`src/rtl/sequence_detector.sv`:
```
// Byte-stream detector for the fixed 8-byte pattern AF BC E2 78 FF E2 0B 8D.
// Define SEQ_DETECT_COUNT_EN to build in the saturating 16-bit detection counter.
module sequence_detector #(
    parameter int SEQ_LEN = 8
) (
    input  logic        clk,
    input  logic        rst,
    input  logic        valid,
    input  logic [7:0]  data,
    output logic        detected,
    output logic        sync_err,
    output logic [2:0]  progress,
    output logic [15:0] det_count
);

    localparam logic [2:0] LAST_IDX  = 3'(SEQ_LEN - 1);
    localparam logic [7:0] HEAD_BYTE = 8'hAF;

    function automatic logic [7:0] pattern_byte(input logic [2:0] idx);
        case (idx)
            3'd0:    pattern_byte = 8'hAF;
            3'd1:    pattern_byte = 8'hBC;
            3'd2:    pattern_byte = 8'hE2;
            3'd3:    pattern_byte = 8'h78;
            3'd4:    pattern_byte = 8'hFF;
            3'd5:    pattern_byte = 8'hE2;
            3'd6:    pattern_byte = 8'h0B;
            default: pattern_byte = 8'h8D;
        endcase
    endfunction

    logic [2:0] progress_q, progress_d;
    logic       detected_q, detected_d;
    logic       sync_err_q, sync_err_d;

    always_comb begin
        progress_d = progress_q;
        detected_d = 1'b0;
        sync_err_d = 1'b0;
        if (valid) begin
            if (data == pattern_byte(progress_q)) begin
                if (progress_q == LAST_IDX) begin
                    progress_d = 3'd0;
                    detected_d = 1'b1;
                end else begin
                    progress_d = progress_q + 3'd1;
                end
            end else begin
                // AF is the only prefix that can restart a match on the breaking byte.
                progress_d = (data == HEAD_BYTE) ? 3'd1 : 3'd0;
                sync_err_d = (progress_q != 3'd0);
            end
        end
    end

    always_ff @(posedge clk) begin
        if (rst) begin
            progress_q <= 3'd0;
            detected_q <= 1'b0;
            sync_err_q <= 1'b0;
        end else begin
            progress_q <= progress_d;
            detected_q <= detected_d;
            sync_err_q <= sync_err_d;
        end
    end

`ifdef SEQ_DETECT_COUNT_EN
    logic [15:0] det_count_q, det_count_d;

    always_comb begin
        det_count_d = det_count_q;
        if (detected_d && det_count_q != 16'hFFFF)
            det_count_d = det_count_q + 16'd1;
    end

    always_ff @(posedge clk) begin
        if (rst) det_count_q <= 16'd0;
        else     det_count_q <= det_count_d;
    end

    assign det_count = det_count_q;
`else
    assign det_count = 16'd0;
`endif

    assign progress = progress_q;
    assign detected = detected_q;
    assign sync_err = sync_err_q;

endmodule

```
`config.mk`:
```
export PLATFORM = sky130hd
export DESIGN_NAME = sequence_detector
export DESIGN_NICKNAME = d
export VERILOG_FILES = /design/src/rtl/sequence_detector.sv
export SDC_FILE = /design/constraint.sdc
export NUM_CORES = 1
export LEC_CHECK = 0
export ABC_AREA = 0
export CORE_MARGIN = 1.5
export CORE_UTILIZATION = 43
export CTS_CLUSTER_SIZE = 40
export DETAILED_ROUTE_END_ITERATION = 10
export GPL_TIMING_DRIVEN = 0
export HOLD_SLACK_MARGIN = 0.1
export PLACE_DENSITY = 0.79
export REMOVE_ABC_BUFFERS = 1
export SLEW_MARGIN = 20
export SYNTH_ARGS = -nofsm -noshare
export SYNTH_HDL_FRONTEND = slang
export SYNTH_SLANG_ARGS = --single-unit
```
`constraint.sdc`:
```
create_clock -name clk -period 3.1 [get_ports clk]
set_input_delay 0.775 -clock clk [delete_from_list [all_inputs] [get_ports clk]]
set_output_delay 0.775 -clock clk [all_outputs]
set_load 0.05 [all_outputs]
```
== After elaboration in Yosys (flattened, before gate mapping) ==
Index checks and enable logic that the tools add are counted.

* Register bits after elaboration: 5
* Bits of input ports: 11
* Output and inout port bits: 21

* $add $sub $neg: 1
* Equal/unequal tests: 9
* Multiplexer cells: 6
* Bitwise operators: 2
* Reduce and logical (&&, ||, !) cells: 5

{| class="wikitable"
|+ Operators by type and width
! cell !! count
|-
| one-hot mux 8 bit (6 select lines) || 1
|-
| == test 3 bit, second input constant || 4
|-
| == test 8 bit || 1
|-
| == test 8 bit, second input constant || 1
|-
| 2-to-1 mux 8 bit || 1
|-
| == test 3 x 2 -> 1 bit, second input constant || 2
|-
| 2-to-1 mux 3 bit || 2
|-
| OR reduction 3 bit || 2
|-
| adder 3 x 1 -> 3 bit, second input constant || 1
|-
| == test 3 x 1 -> 1 bit, second input constant || 1
|-
| logical NOT 3 bit || 1
|-
| nonzero test 3 bit || 1
|-
| 2-to-1 mux 1 bit || 2
|-
| inverter 1 bit || 2
|-
| OR reduction 2 bit || 1
|}

== Longest topological paths before layout ==
Gate-level depths: netlist (run 1).

* Depth in word-level cells: 7
* Depth in mapped cells: 9
* Gate-level depth less buffers: 8

== Least setup slack after synthesis (run 1) ==
OpenSTA, ideal clock, no wires.

* Path kind: register to register
* Start point: register progress_q[1], in the netlist progress[1]
* End point: register detected_q, in the netlist detected
* Library setup time: 0.061 ns
* Arrival time: 2.591 ns
* Data required time: 3.039 ns
* Setup slack: 0.448 ns
* Cell stages (with the launch flop): 9
* Buffers on the path: 0
* Clock period less this slack: 2.652 ns
* Cells stage by stage: dfxtp_1 inv_1 ha_1 nor4b_2 o41a_2 o221ai_2 nor4b_4 and2_4 and4b_1

* Cells in the longest elaborated chain, start to end: 7
* Elaborated cells between the ends (all ways): 15
* Those cells by class: eq/ne: 8; mux: 3; bitwise: 1; reduce/logical: 3

{| class="wikitable"
|+ RTL lines
! element !! RTL line !! RTL
|-
| from (decl) || 32 || <nowiki>logic [2:0] progress_q, progress_d;</nowiki>
|-
| from (signal assigned) || 62 || <nowiki>progress_q <= progress_d;</nowiki>
|-
| == test 3 bit or == test 3 x 2 -> 1 bit (tied branches) || 20 || <nowiki>case (idx)</nowiki>
|-
| OR reduction 2 bit (no source line) || -- ||
|-
| one-hot mux 8 bit (6 select lines) || 20 ||
|-
| 2-to-1 mux 8 bit || 40 || <nowiki>if (valid) begin</nowiki>
|-
| == test 8 bit || 41 || <nowiki>if (data == pattern_byte(progress_q)) begin</nowiki>
|-
| inverter 1 bit (no source line) || -- ||
|-
| OR reduction 3 bit (no source line) || -- ||
|-
| to (signal assigned) || 63 || <nowiki>detected_q <= detected_d;</nowiki>
|-
| to (decl) || 33 || <nowiki>logic detected_q, detected_d;</nowiki>
|}

Parallel ways exist; a longest one is shown, timed or not. The select of a mux whose other input is x is not followed.
A chain may end at the register's enable or synchronous reset.

== Worst setup path after layout (run 1) ==
* Start point: register progress_q[2], in the netlist progress[2]
* End point: output port progress[2]

{| class="wikitable"
|+ RTL lines
! element !! RTL line !! RTL
|-
| to (decl) || 12 || <nowiki>output logic [2:0] progress,</nowiki>
|}

No word-level cell between the ends.

==> results of run 1 <==
==> Yosys cell counts, types with 2 or more instances <==
| cell | instances | area share (%) |
|---|---|---|
| nand2b_1 | 7 | 5.4 |
| ha_1 | 8 | 12 |
| buf_4 | 17 | 16 |
| xnor2_1 | 2 | 2.2 |
| and2_1 | 2 | 1.5 |
| o311ai_0 | 2 | 2.2 |
| a21oi_1 | 4 | 2.5 |
| nor3_1 | 2 | 1.2 |
| nand2_1 | 2 | 0.93 |
| nand4_1 | 2 | 1.5 |
| o21a_1 | 2 | 1.9 |
| nor2_1 | 7 | 3.2 |
| inv_1 | 6 | 2.8 |
| dfxtp_1 | 5 | 12 |
==> area by class of cell <==
cell class              instances  area [um2]
repair buffers                 15         150
fillers                       157         798
clock buffers                   4        26.3
multi-input cells              82         617
well taps                      25        31.3
flip-flops and latches          5         100
inverters                       6        22.5
==> registers in the layout, indices dropped and copies added, names as in the netlist <==
signal,count
progress,3
detected,1
sync_err,1
==> stage by stage <==
step	hold WS [ns]	std cells	total power [mW]	setup slack [ns]
floorplan	0.772	93	0.118	0.448
detailed placement	0.607	133	0.136	0.539
CTS	0.616	137	0.215	0.460
finish	0.610	137	0.211	0.464
global route	0.651	137	0.224	0.308
global placement	0.605	133	0.136	0.546
==> power by group through the flow <==
stage	Sequential [mW]	Combinational [mW]	Clock, mW
5_1_grt	0.0645	0.0744	0.0851
6_report	0.0647	0.0706	0.0760
4_1_cts	0.0646	0.0703	0.0799
3_5_place_dp	0.0658	0.0701	0
2_1_floorplan	0.0660	0.0518	0
3_3_place_gp	0.0658	0.0697	0
==> metal layers <==
metal / up-vias / global-route usage [%] / routed length [um]
met5: - / 0 / 0
met4: 0 / 3.43 / 0
met3: 0 / 5.88 / 100
met2: 24 / 30.0 / 848
met1: 300 / 17.7 / 587
li1: 344 / - / -
==> worst min path at each step <==
stage,from,to
3_3_place_gp,progress[1]$_SDFFE_PP0P_,progress[1]$_SDFFE_PP0P_
2_1_floorplan,progress[1]$_SDFFE_PP0P_,progress[1]$_SDFFE_PP0P_
5_1_grt,progress[1]$_SDFFE_PP0P_,progress[1]$_SDFFE_PP0P_
4_1_cts,progress[1]$_SDFFE_PP0P_,progress[1]$_SDFFE_PP0P_
6_report,progress[1]$_SDFFE_PP0P_,progress[1]$_SDFFE_PP0P_
3_5_place_dp,progress[1]$_SDFFE_PP0P_,progress[1]$_SDFFE_PP0P_
==> logic make-up after synthesis <==
logic type	after synthesis	share of synthesized area, %
multiplexers	1	1.23
AO/OA/AOI/OAI	19	21.5
buffers and inverters	23	18.5
other	1	0.463
flip-flops	5	12.3
adder cells (fa/ha/maj)	8	12.3
AND/OR/NAND/NOR	35	30.4
XOR/XNOR	3	3.24
==> layout by cell type (no fill, tap or decap), types with 3 or more instances in the layout <==
master and instances:
conb_1 16, dfxtp_1 5, nor2_1 7, ha_1 8
inv_1 6, clkdlybuf4s50_1 15, nand2b_1 7, clkbuf_4 3
a21oi_1 4
==> impl_metrics.yaml, run 1 <==
clocking:
  clk_pin_slew_ns: 0.04
  cts_tree: "yes"
  worstSkewPairLatency_ns: 0.25
  clock-sinks: 5
  ctsResizeCount: 0
  clk_path_buf_depth: 2
  numCtsBuffers: 3
  cts_setup_buffers: 0
  htreeDepth: 1
  clock-root-buffer: "clkbuf_4"
  hold_buffers: 0
pwr:
  p_comb_share_pct: 33.4
  intPower_mw: 0.131
  power_density_nw_per_um2: 223
  swShare_pct: 38.2
  p_leak_nw: 0.344
  ir_drop_mv: 0.248
  pwr-share-seq_pct: 30.6
  power_switching_mw: 0.0807
  pwr-share-clk_pct: 36.0
timing:
  setup_violations: 0
  slew_violations: 0
  fin_crit_sh_pct: 85.0
  hold_viol: 0
  worst_pin_slew_ns: 0.596
  finClkSkew_ns: 0.00433
  relSlewSlack_pct: 60.2
  fmax_mhz: 379
  rsz0062_at_grt: "false"
  setup_tns_ns: 0
  period_needed_ns: 2.64
floorplan:
  die_y_um: 46.4
  io_pins: 32
  start_util_pct: 46.5
  die_area_um2: 2150
  core_area_um2: 1750
  die_w_um: 46.4
  rows: 15
global_routing:
  grt.total_usage_pct: 16.3
  grt_max_degree: 22
  grt_pass1_vias: 580
  overflow: 0
  grt_antenna_before_repair: 0
  grt_pass1_wl_um: 2420
finish:
  nNetsFinal: 132
  area_growth_pct: 16.8
  fin_util_pct: 54.3
  diodes: 0
  final_area_um2: 947
  drive_above_1_share_pct: 12.5
drt:
  viasPerCell: 4.88
  drt-total-wl_um: 1540
  drt_iter0_drc: 21
  antenna_left: 0
  vias: 668
  drt_pass1_iterations: 4
  wl_per_cell_um: 11.2
  drc: 0
yosys:
  synth_edf_count: 0
  postSynthCellCount: 95
  yosysUniqueCellTypes: 41
  yosysWarnings: 0
  syn_area_per_cell_um2: 8.53
  ys.flop_type: "dfxtp_1"
  syn_area_um2: 811
  seq_area_frac_synth_pct: 12.3
  async_reset_ff_share_pct: 0
  ys_ff_latch: 5
setup_path:
  endpoint: "progress[2]"
  path_cells: "clkdlybuf4s50_1"
  crit_start: "progress[2]$_SDFFE_PP0P_"
  arrival_ns: 1.86
  critPathKind: "flip-flop to primary output"
  path_max_fanout: 21
  crit_path_end_kind: "primary output"
  rr_startpoint: "progress[2]$_SDFFE_PP0P_"
  cp_slowest_stage_delay_ns: 0.92
  reg2reg_to: "detected$_SDFF_PP0_"
  worst-path-stages: 1
  reg2reg_depth: 8
  cp.required_ns: 2.32
  crit_path_top_delay_cell: "clkdlybuf4s50_1"
  path_buf_inv: 1
  crit_family: "buffers and inverters"
  reg2reg_setup_slack_ns: 0.54
  cp-start-kind: "flip-flop"
outcome:
  status: "completed"
run:
  maxCapViolCount: 0
placement:
  placed_cell_area_um2: 921
  io_buffers: 15
  place_congestion: 0.802
  dp_hpwl_um: 1270
hold_path:
  hold_path_class: "flip-flop to flip-flop"
  hold_depth: 2
No activity file was read; power rests on OpenSTA's default activity.
==> inputs of run 2 (changes only) <==
CTS_CLUSTER_SIZE = 16   (was 40)
==> results of run 2 <==
No change in the layout: final DEF, timing and power equal those of run 1.
==> inputs of run 3 (changes only) <==
CORE_MARGIN = not set   (was 1.5)
GPL_ROUTABILITY_DRIVEN = 0   (was not set)
==> run 3 against run 2 <==
First-iteration DRC count shrank 33%; worst setup slack lost 0.0023 ns; clock power is essentially flat; non-clock buffer count is the same; combinational power grew 0.8%; hold slack gained 0.016 ns; critical path depth is the same; largest power group unchanged; sequential power is essentially flat; sequential share of layout area is essentially flat; cell count is the same; die area shrank 4.3%.
==> impl_metrics.yaml, run 3 (synthesis results as in run 1) <==
outcome:
  status: "completed"
finish:
  layout_common_cells: "conb_1 (16), clkdlybuf4s50_1 (15), ha_1 (8)"
  nNetsFinal: 132
  diodes: 0
  layout_commonest_cell: "conb_1"
  area_growth_pct: 17.0
  largest_reg_flops: 3
  drive_above_1_share_pct: 13.4
timing:
  hold_viol: 0
  setup_tns_ns: 0
  worst_pin_slew_ns: 0.598
  setup_slack_ns: 0.462
  fmax_mhz: 379
  fin_crit_sh_pct: 85.1
  slew_violations: 0
  relSlewSlack_pct: 60.1
  period_needed_ns: 2.64
  rsz0062_at_grt: "false"
  setup_violations: 0
  finClkSkew_ns: 0.00651
pwr:
  pwr-share-clk_pct: 36.0
  p_comb_share_pct: 33.6
  swShare_pct: 39.3
  pwr-share-seq_pct: 30.4
  ir_drop_mv: 0.158
  power_switching_mw: 0.0834
  power_density_nw_per_um2: 223
  p_leak_nw: 0.347
  intPower_mw: 0.129
floorplan:
  die_y_um: 45.4
  core_area_um2: 1750
  die_w_um: 45.4
  rows: 15
  io_pins: 32
  start_util_pct: 46.5
  die_area_um2: 2060
clocking:
  clock-sinks: 5
  clk_pin_slew_ns: 0.05
  numCtsBuffers: 3
  hold_buffers: 0
  htreeDepth: 1
  cts_setup_buffers: 0
  clock-root-buffer: "clkbuf_4"
  clk_path_buf_depth: 2
  worstSkewPairLatency_ns: 0.24
  cts_tree: "yes"
  ctsResizeCount: 0
drt:
  drt_pass1_iterations: 4
  drt-total-wl_um: 1610
  drt_iter0_drc: 14
  viasPerCell: 5.06
  vias: 693
  drc: 0
  antenna_left: 0
  wl_per_cell_um: 11.7
global_routing:
  top_usage_layer: "met2"
  overflow: 0
  grt.total_usage_pct: 17.7
  globalRouteMet1Util_pct: 22.7
  grt_use_met2_pct: 31.1
  grt_pass1_vias: 588
  grt_pass1_wl_um: 2680
  grt_antenna_before_repair: 0
  use_met3_pct: 2.38
  grt_max_degree: 22
placement:
  dp_hpwl_um: 1250
  io_buffers: 15
  place_ws_ns: 0.484
setup_path:
  reg2reg_setup_slack_ns: 0.48
  reg2reg_to: "detected$_SDFF_PP0_"
  crit_path_top_delay_cell: "clkdlybuf4s50_1"
  critPathKind: "flip-flop to primary output"
  crit_family: "buffers and inverters"
  path_buf_inv: 1
  rr_startpoint: "progress[2]$_SDFFE_PP0P_"
  path_cells: "clkdlybuf4s50_1"
  path_max_fanout: 21
  arrival_ns: 1.86
  cp.required_ns: 2.32
  cp_slowest_stage_delay_ns: 0.92
  crit_path_end_kind: "primary output"
  worst-path-stages: 1
  cp-start-kind: "flip-flop"
  reg2reg_depth: 8
hold_path:
  hold_path_class: "flip-flop to flip-flop"
  hold_depth: 2
  min_to: "progress[1]$_SDFFE_PP0P_"
  worstHoldStart: "progress[1]$_SDFFE_PP0P_"
run:
  maxCapViolCount: 0
==> run 3: layout make-up <==
cell class                 count  area [um2]
fill                         172         797
multi-input combinational     82         617
timing repair buffer          15         150
sequential                     5         100
tap                           25        31.3
clock buffer                   3        22.5
inverter                       6        22.5
clock inverter                 1        5.00
==> run 3: how the worst max path moves through the flow <==
| stage | slack (ns) | startpoint | endpoint |
|---|---|---|---|
| floorplan | 0.45 | progress[1]$_SDFFE_PP0P_ | detected$_SDFF_PP0_ |
| global placement | 0.55 | data[2] | detected$_SDFF_PP0_ |
| detailed placement | 0.48 | data[2] | detected$_SDFF_PP0_ |
| CTS | 0.45 | progress[2]$_SDFFE_PP0P_ | progress[2] |
| global route | 0.24 | progress[2]$_SDFFE_PP0P_ | detected$_SDFF_PP0_ |
| finish | 0.46 | progress[2]$_SDFFE_PP0P_ | progress[2] |
==> run 3: routing by layer <==
metal  wire (um)  share of wire [%]
met1         728                 45
met2         820                 51
met3          57                3.5
met4           0                  0
met5           0                  0
==> run 3: per-stage QoR <==
| stage | hold slack [ns] | utilization [%] | std cells | instance area, um2 | power (mW) |
|---|---|---|---|---|---|
| after detailed placement | 0.620 | 52.8 | 133 | 921 | 0.136 |
| after global routing | 0.643 | 54.3 | 137 | 948 | 0.224 |
| after CTS | 0.625 | 54.3 | 137 | 948 | 0.213 |
| after global placement | 0.610 | 52.8 | 133 | 921 | 0.136 |
| final | 0.626 | 54.3 | 137 | 948 | 0.212 |
| after floorplan | 0.772 | - | 93 | 739 | 0.118 |
==> run 3: power by group through the flow <==
stage	Combinational (mW)	Sequential, mW	Clock (mW)
2_1_floorplan	0.0518	0.0660	0
3_3_place_gp	0.0697	0.0658	0
3_5_place_dp	0.0704	0.0658	0
4_1_cts	0.0707	0.0645	0.0781
5_1_grt	0.0745	0.0644	0.0852
6_report	0.0712	0.0645	0.0762
